<file path="src/rtl/instr_fetch_if.sv">
// Instruction-memory read port: fetch unit drives request/address, memory returns ack/data.
interface instr_fetch_if;
  localparam int unsigned ADDR_W = 64;
  localparam int unsigned DATA_W = 32;

  logic              imem_req;
  logic [ADDR_W-1:0] imem_addr;
  logic              imem_ack;
  logic [DATA_W-1:0] imem_data;

  modport master (output imem_req, output imem_addr, input imem_ack, input imem_data);
  modport slave  (input imem_req, input imem_addr, output imem_ack, output imem_data);
endinterface

</file>
<file path="src/rtl/instr_fetch.sv">
// Instruction fetch unit: sequential PC fetch, consumer stall handshake and branch redirect
// with squashing of a fetch that is already in flight.
module instr_fetch #(
  parameter logic [63:0] RESET_PC = 64'h0
) (
  input  logic                 clk,
  input  logic                 reset_n,
  instr_fetch_if.master        imem,
  output logic [31:0]          instr,
  output logic [63:0]          instr_pc,
  output logic                 instr_valid,
  input  logic                 stall,
  input  logic                 br_taken,
  input  logic                 uncond_br,
  input  logic [63:0]          br_pc,
  input  logic [25:0]          br_addr26,
  input  logic [18:0]          cond_addr19
);

  localparam int unsigned XLEN = 64;
  localparam int unsigned ILEN = 32;

  typedef enum logic [1:0] {IDLE, REQ, HOLD} state_t;

  state_t          state, nxt_state;
  logic [XLEN-1:0] pc, nxt_pc;
  logic            squash, nxt_squash;
  logic [XLEN-1:0] stale_addr, nxt_stale_addr;
  logic [ILEN-1:0] nxt_instr;
  logic [XLEN-1:0] nxt_instr_pc;
  logic            nxt_instr_valid;
  logic [XLEN-1:0] br_off;
  logic [XLEN-1:0] target;

  // A squashed request keeps its original address on the bus until its ack returns.
  assign imem.imem_req  = (state == REQ);
  assign imem.imem_addr = squash ? stale_addr : pc;

  always_comb begin
    br_off = uncond_br ? {{(XLEN-26){br_addr26[25]}}, br_addr26}
                       : {{(XLEN-19){cond_addr19[18]}}, cond_addr19};
    target = br_pc + (br_off << 2);
  end

  always_comb begin
    nxt_state       = state;
    nxt_pc          = pc;
    nxt_squash      = squash;
    nxt_stale_addr  = stale_addr;
    nxt_instr       = instr;
    nxt_instr_pc    = instr_pc;
    nxt_instr_valid = instr_valid & stall;

    if (br_taken) begin
      nxt_pc          = target;
      nxt_instr_valid = 1'b0;
      nxt_state       = REQ;
      if (state == REQ && !imem.imem_ack) begin
        nxt_squash = 1'b1;
        if (!squash) nxt_stale_addr = pc;
      end else begin
        nxt_squash = 1'b0;
      end
    end else begin
      case (state)
        IDLE: nxt_state = REQ;
        REQ: begin
          if (imem.imem_ack) begin
            if (squash) begin
              nxt_squash = 1'b0;
            end else begin
              nxt_instr       = imem.imem_data;
              nxt_instr_pc    = pc;
              nxt_instr_valid = 1'b1;
              nxt_pc          = pc + XLEN'(4);
              nxt_state       = stall ? HOLD : REQ;
            end
          end
        end
        HOLD: if (!stall) nxt_state = REQ;
        default: nxt_state = IDLE;
      endcase
    end
  end

  always_ff @(posedge clk or negedge reset_n) begin
    if (!reset_n) begin
      state       <= IDLE;
      pc          <= RESET_PC;
      squash      <= 1'b0;
      stale_addr  <= '0;
      instr       <= '0;
      instr_pc    <= '0;
      instr_valid <= 1'b0;
    end else begin
      state       <= nxt_state;
      pc          <= nxt_pc;
      squash      <= nxt_squash;
      stale_addr  <= nxt_stale_addr;
      instr       <= nxt_instr;
      instr_pc    <= nxt_instr_pc;
      instr_valid <= nxt_instr_valid;
    end
  end

endmodule

</file>
<file path="src/flat_wrapper.sv">
// flat-port wrapper written by rule: the top's interface ports become plain ports
module instr_fetch_flat 
#(
  parameter logic [63:0] RESET_PC = 64'h0
)
  (clk, reset_n, instr, instr_pc, instr_valid, stall, br_taken, uncond_br, br_pc, br_addr26, cond_addr19, imem_imem_req, imem_imem_addr, imem_imem_ack, imem_imem_data);
  instr_fetch_if imem_i ();
  input  logic clk;
  input  logic reset_n;
  output logic [31:0] instr;
  output logic [63:0] instr_pc;
  output logic instr_valid;
  input  logic stall;
  input  logic br_taken;
  input  logic uncond_br;
  input  logic [63:0] br_pc;
  input  logic [25:0] br_addr26;
  input  logic [18:0] cond_addr19;
  output wire logic [$bits(imem_i.imem_req)-1:0] imem_imem_req;
  output wire logic [$bits(imem_i.imem_addr)-1:0] imem_imem_addr;
  input wire logic [$bits(imem_i.imem_ack)-1:0] imem_imem_ack;
  input wire logic [$bits(imem_i.imem_data)-1:0] imem_imem_data;
  assign imem_imem_req = imem_i.imem_req;
  assign imem_imem_addr = imem_i.imem_addr;
  assign imem_i.imem_ack = imem_imem_ack;
  assign imem_i.imem_data = imem_imem_data;
  instr_fetch #(.RESET_PC(RESET_PC)) u_core (.clk(clk), .reset_n(reset_n), .imem(imem_i), .instr(instr), .instr_pc(instr_pc), .instr_valid(instr_valid), .stall(stall), .br_taken(br_taken), .uncond_br(uncond_br), .br_pc(br_pc), .br_addr26(br_addr26), .cond_addr19(cond_addr19));
endmodule
</file>
<file path="config.mk">
export PLATFORM = sky130hd
export DESIGN_NAME = instr_fetch_flat
export DESIGN_NICKNAME = d
export VERILOG_FILES = /design/src/rtl/instr_fetch_if.sv /design/src/rtl/instr_fetch.sv /design/src/flat_wrapper.sv
export SDC_FILE = /design/constraint.sdc
export NUM_CORES = 1
export LEC_CHECK = 0
export BUFFER_PORTS_ARGS = -buffer_cell sky130_fd_sc_hd__buf_4
export CAP_MARGIN = 10
export CORE_ASPECT_RATIO = 0.7
export CORE_MARGIN = 1.5
export CORE_UTILIZATION = 60
export CTS_BUF_LIST = sky130_fd_sc_hd__clkbuf_16
export DETAILED_ROUTE_END_ITERATION = 6
export GPL_TIMING_DRIVEN = 0
export PLACE_DENSITY = 0.87
export SLEW_MARGIN = 20
export SYNTH_ARGS = -nofsm -noshare
export SYNTH_HDL_FRONTEND = slang
export SYNTH_SLANG_ARGS = --single-unit
</file>
<file path="constraint.sdc">
create_clock -name clk -period 4.07 [get_ports clk]
set_input_delay 0.814 -clock clk [delete_from_list [all_inputs] [get_ports clk]]
set_output_delay 0.814 -clock clk [all_outputs]
set_load 0.03 [all_outputs]
</file>
; After elaboration in Yosys (flattened, before gate mapping)
; Cells that the tools add are included.
[word_totals]
out_inout_bits = 162
wordCells = 48
register_bits = 228
inputBits = 147
[classes]
n_eq_ne = 6
muxes = 20
n_reduce_logical = 10
bitwise = 3
addsub = 2
[op_table]
columns = cell, n
row1 = 64-bit two-way mux, 5
row2 = "64-bit by 3-bit adder with 64-bit output, second input constant", 1
row3 = 64-bit adder, 1
row4 = 62-bit two-way mux, 1
row5 = 2-bit two-way mux, 5
row6 = 1-bit two-way mux, 8
row7 = "3-bit inequality test, second input constant", 2
row8 = 2-bit case mux with 3 select lines, 1
row9 = 3-bit AND reduction, 2
row10 = 2-bit AND reduction, 2
row11 = 4-bit AND reduction, 1
row12 = 2-bit nonzero test, 2
row13 = "3-bit by 2-bit inequality test with 1-bit output, second input constant", 1
row14 = "2-bit by 1-bit == test with 1-bit output, second input constant", 1
row15 = "2-bit == test, second input constant", 1
row16 = 2-bit logical NOT, 1
row17 = "2-bit inequality test, second input constant", 1
row18 = 1-bit inverter, 2
row19 = 1-bit bitwise AND, 1
row20 = 1-bit logical AND, 1
row21 = 1-bit logical NOT, 1

; Longest topological paths before layout
[logic_depth]
depth_word = 5
ltp_mapped = 15
depth_no_buf = 12

; Least setup slack after synthesis
; OpenSTA, ideal clock, no wires.
[synth_path]
path_kind = input to register
start = in uncond_br
end = reg u_core.pc[62]
t_arrival_ps = 4367
slack_ps = -421
setup_time_ps = 124
required_time_ps = 3946
n_path_buf = 3
cell_stages = 15
path_cell_list = clkbuf_1 nand2b_1 clkbuf_1 nand2_1 ha_1 buf_2 a21oi_1 o21a_1 a211oi_1 nor2_1 o31a_1 a211oi_4 o2111ai_2 mux2i_1 a211o_1
[synth_between]
elab_chain_cells = 3
[synth_lines]
columns = element, line
row1 = "start, declared", flat_wrapper.sv:15  ; input logic uncond_br;
row2 = 62-bit two-way mux, instr_fetch.sv:40  ; br_off = uncond_br ? {{(XLEN-26){br_addr26[25]}}, br_addr26}
row3 = 64-bit adder, instr_fetch.sv:42  ; target = br_pc + (br_off << 2);
row4 = 64-bit two-way mux, instr_fetch.sv:54  ; if (br_taken) begin
row5 = "end signal, assigned", instr_fetch.sv:97  ; pc <= nxt_pc;
row6 = "end, declared", instr_fetch.sv:26  ; logic [XLEN-1:0] pc, nxt_pc;
; No other way between the ends.
; A chain may end at the register's enable or synchronous reset.

; Final worst setup path
[layout_path]
start = in uncond_br
end = reg u_core.pc[47]
; The elaborated chain is that of the path after synthesis.

==> flow_summary.yaml <==
job:
  cap_violations: 0
worst_setup_path:
  crit_arrival_ns: 4.25
  cp_top_family: "compound AO/OA/AOI/OAI gates"
  crit_type: "in2reg"
  crit_end: "u_core.pc[47]"
  crit_fanout: 10
  end_kind: "flip-flop"
  critPathLaunch: "uncond_br"
  r2r_start: "u_core.squash"
  crit_required_ns: 4.45
  r2r-end: "u_core.instr_pc[4]"
  max_stage_delay_ns: 0.38
  ff2ff_setup_slack_ns: 0.95
  path_cells: "clkbuf_2, clkbuf_2, mux2_2, ha_1, a21oi_1, o21ai_0, a21oi_1, o21ai_0, a31oi_1, nand3_1, a41oi_1, xor2_1, o21ai_1"
  crit_buf_inv: 2
  r2r_cells: 8
  slowest_stage: "mux2_2"
  cp.depth: 13
  start_kind: "input pin"
clock_network:
  postCtsHoldBufs: 0
  cts_tree: "done"
  post-cts-setup-buffer-count: 0
  htree_levels: 1
  cts-root-buf: "clkbuf_16"
  clk_latency_ns: 0.52
  numCtsBuffers: 24
  clockBufferDepth: 3
  clock-sinks: 228
  path_clk_slew_ns: 0.06
finish:
  fin_util_pct: 76.1
  ff_latch_area_um2: 5710
  area_delta_synth_final_pct: 25.0
  stdcell_count: 2068
  fillCellCount: 1521
  diodes: 0
  multiInputGateArea_um2: 8310
  post_route_cells_drive_above_1_share_pct: 36.7
  layout.nets: 1946
sta:
  max_freq_mhz: 259
  fin_crit_sh_pct: 95.0
  worst_pin_slew_ns: 1.00
  rsz0062_at_grt: "false"
  setup_viol: 0
  clock_skew_ns: 0.0248
  hold_viol_final: 0
  final.setup.tns_ns: 0
  slew_headroom_pct: 33.3
  drv_slew: 0
  fin_crit_ns: 3.87
floorplan:
  die_w_um: 188
  die-area_um2: 24900
  start_util_pct: 60.9
  io_pins: 309
  fp.coreArea_um2: 23600
  std_cell_rows: 47
  die_h_um: 132
synth:
  syn-num-nets: 1612
  seq_area_frac_synth_pct: 39.7
  synth_compound_area_share_pct: 13.3
  synthFlopType: "dfrtp_1"
  syn_inst: 1402
  yosys_warnings: 0
  synth_edf_count: 0
  synth_fa_ha_area_share_pct: 5.54
  synth_top_family_by_area: "multiplexers"
  syn_avg_cell_area_um2: 10.2
  synth-xor-area-share_pct: 6.90
  synthMuxAreaShare_pct: 19.1
  yosys.area_share.simple_pct: 12.8
  netlist_area_um2: 14400
  yosys_register_bits: 228
  yosys.cell_types.count: 74
  async_flop_share_pct: 100
power_and_ir_drop:
  netSwitchingFraction_pct: 41.3
  power_density_nw_per_um2: 628
  power.switching_w: 0.00465
  p_leak_nw: 8.03
  p_seq_share_pct: 34.4
  p_int_w: 0.00661
  p_comb_share_pct: 45.8
  ir_drop_mv: 0.459
  clockPowerShare_pct: 19.8
drt:
  wl_per_cell_um: 21.4
  routed_via_density: 6.05
  antenna_left: 0
  routed_wl_um: 44200
  drt_first_pass_iters: 5
  drt_iter0_markers: 1156
  drc_errors: 0
  vias: 12500
placed_design:
  placedCellCount: 2029
  io_buffer_count: 307
  gp_congestion: 0.938
  dp_hpwl_um: 32900
grt:
  grt_max_degree: 88
  grt_overflow: 0
  grt_pass1_vias: 12400
  track_usage_pct: 35.3
  grt_pass1_wl_um: 69000
  antenna_found_initial: 0
run_status:
  status: "complete, no violations"
hold_path:
  hp-class: "in2async"
[how the worst min path moves through the flow]
| stage | to | slack (ns) | depth (start not counted) |
|---|---|---|---|
| floorplan | u_core.stale_addr[0] | 0.47 | 1 |
| global placement | u_core.stale_addr[46] | 0.48 | 1 |
| detailed placement | u_core.stale_addr[58] | 0.49 | 1 |
| CTS | u_core.instr[1] | 0.28 | 1 |
| global route | u_core.instr[0] | 0.29 | 1 |
| finish | u_core.instr[0] | 0.25 | 1 |
[through the flow]
stage	total power, W	instance area (µm²)	hold slack, ns	setup WS [ns]
6_report	0.0113	17900	0.248	0.202
5_1_grt	0.0117	17900	0.294	0.0222
4_1_cts	0.0112	17900	0.276	0.118
3_5_place_dp	0.00886	17100	0.491	-0.788
3_3_place_gp	0.00866	17100	0.483	-0.769
2_1_floorplan	0.00686	14400	0.475	0.0328
[sequential cells by signal (all words and copies together), names as in the netlist]
name and flops:
u_core.state 2, u_core.pc 64, u_core.squash 1, u_core.instr 32, u_core.instr_valid 1, u_core.instr_pc 64
u_core.stale_addr 64
[synth_stat cells, types with 10 or more instances]
master | number | area share, %
a21oi_1 | 99 | 3.5
mux2_2 | 240 | 19
ha_1 | 62 | 5.4
o21ai_1 | 21 | 0.73
and3_1 | 14 | 0.61
nand4_1 | 31 | 1.4
a31oi_1 | 10 | 0.44
a21o_1 | 36 | 1.9
xnor2_1 | 61 | 3.7
nor2_1 | 75 | 2.0
o21bai_1 | 17 | 0.89
and2_1 | 12 | 0.52
xor2_1 | 52 | 3.2
nand2_1 | 131 | 3.4
dfrtp_1 | 228 | 40
inv_1 | 17 | 0.44
nor3_1 | 19 | 0.66
nand3_1 | 38 | 1.3
o21ai_0 | 48 | 1.7
buf_2 | 18 | 0.63
clkbuf_1 | 44 | 1.2
[power by group through the flow]
stage               logic (W)  registers [W]  clock network (W)
finish                0.00516        0.00387            0.00223
CTS                   0.00513        0.00383            0.00223
detailed placement    0.00504        0.00382                  0
global route          0.00541        0.00395            0.00234
global placement      0.00492        0.00374                  0
floorplan             0.00249        0.00437                  0
[cell usage in the layout (no fill, tap or decap), types with 4 or more instances in the layout]
| cell | n |
|---|---|
| o21a_1 | 5 |
| and3_1 | 14 |
| and2_1 | 12 |
| nand4_1 | 31 |
| o21bai_1 | 17 |
| o21ai_1 | 21 |
| and4_1 | 6 |
| clkbuf_1 | 40 |
| clkbuf_16 | 25 |
| dfrtp_1 | 228 |
| inv_1 | 22 |
| mux2_2 | 240 |
| nor2b_1 | 9 |
| mux2i_1 | 4 |
| nand2b_1 | 7 |
| buf_2 | 18 |
| o31ai_1 | 5 |
| xor2_1 | 51 |
| nor3b_1 | 4 |
| nand3_1 | 38 |
| bufinv_16 | 4 |
| buf_4 | 307 |
| a21oi_1 | 99 |
| a31oi_1 | 10 |
| xnor2_1 | 61 |
| nor2_1 | 75 |
| nand2_1 | 130 |
| o211ai_1 | 4 |
| a211oi_1 | 6 |
| clkinv_1 | 5 |
| a21o_1 | 36 |
| nor3_1 | 19 |
| buf_1 | 8 |
| ha_1 | 62 |
| o21ai_0 | 48 |
[kinds of logic (layout without fill, tap and decap cells)]
logic type / count (synthesis) / in the layout
buf+inv: 90 / 438
compound gates: 291 / 291
flops: 228 / 228
simple gates: 373 / 373
xor+xnor: 113 / 113
mux: 244 / 244
fa+ha+maj: 63 / 63
[metal layers]
metal | up-vias | track usage (%) | wire [µm]
li1 | 5706 | - | -
met4 | 0 | 10.9 | 1370
met1 | 6089 | 50.6 | 19200
met5 | - | 0 | 0
met3 | 87 | 5.88 | 3910
met2 | 628 | 55.2 | 19700
[area by class of cell]
class	count	area share [%]
Buffer	72	1.76
Clock buffer	25	3.49
Clock inverter	15	0.906
Inverter	17	0.356
Multi-Input combinational cell	1084	46.3
Sequential cell	228	31.8
Tap cell	318	2.22
Timing Repair Buffer	309	13.2
[repair_timing]
| action | CTS | global route |
|---|---|---|
| setup endpoints to repair | 15 | 16 |
| gates cloned | 0 | 0 |
| resized for setup | 2 | 7 |
(Power assumes the default switching activity.)
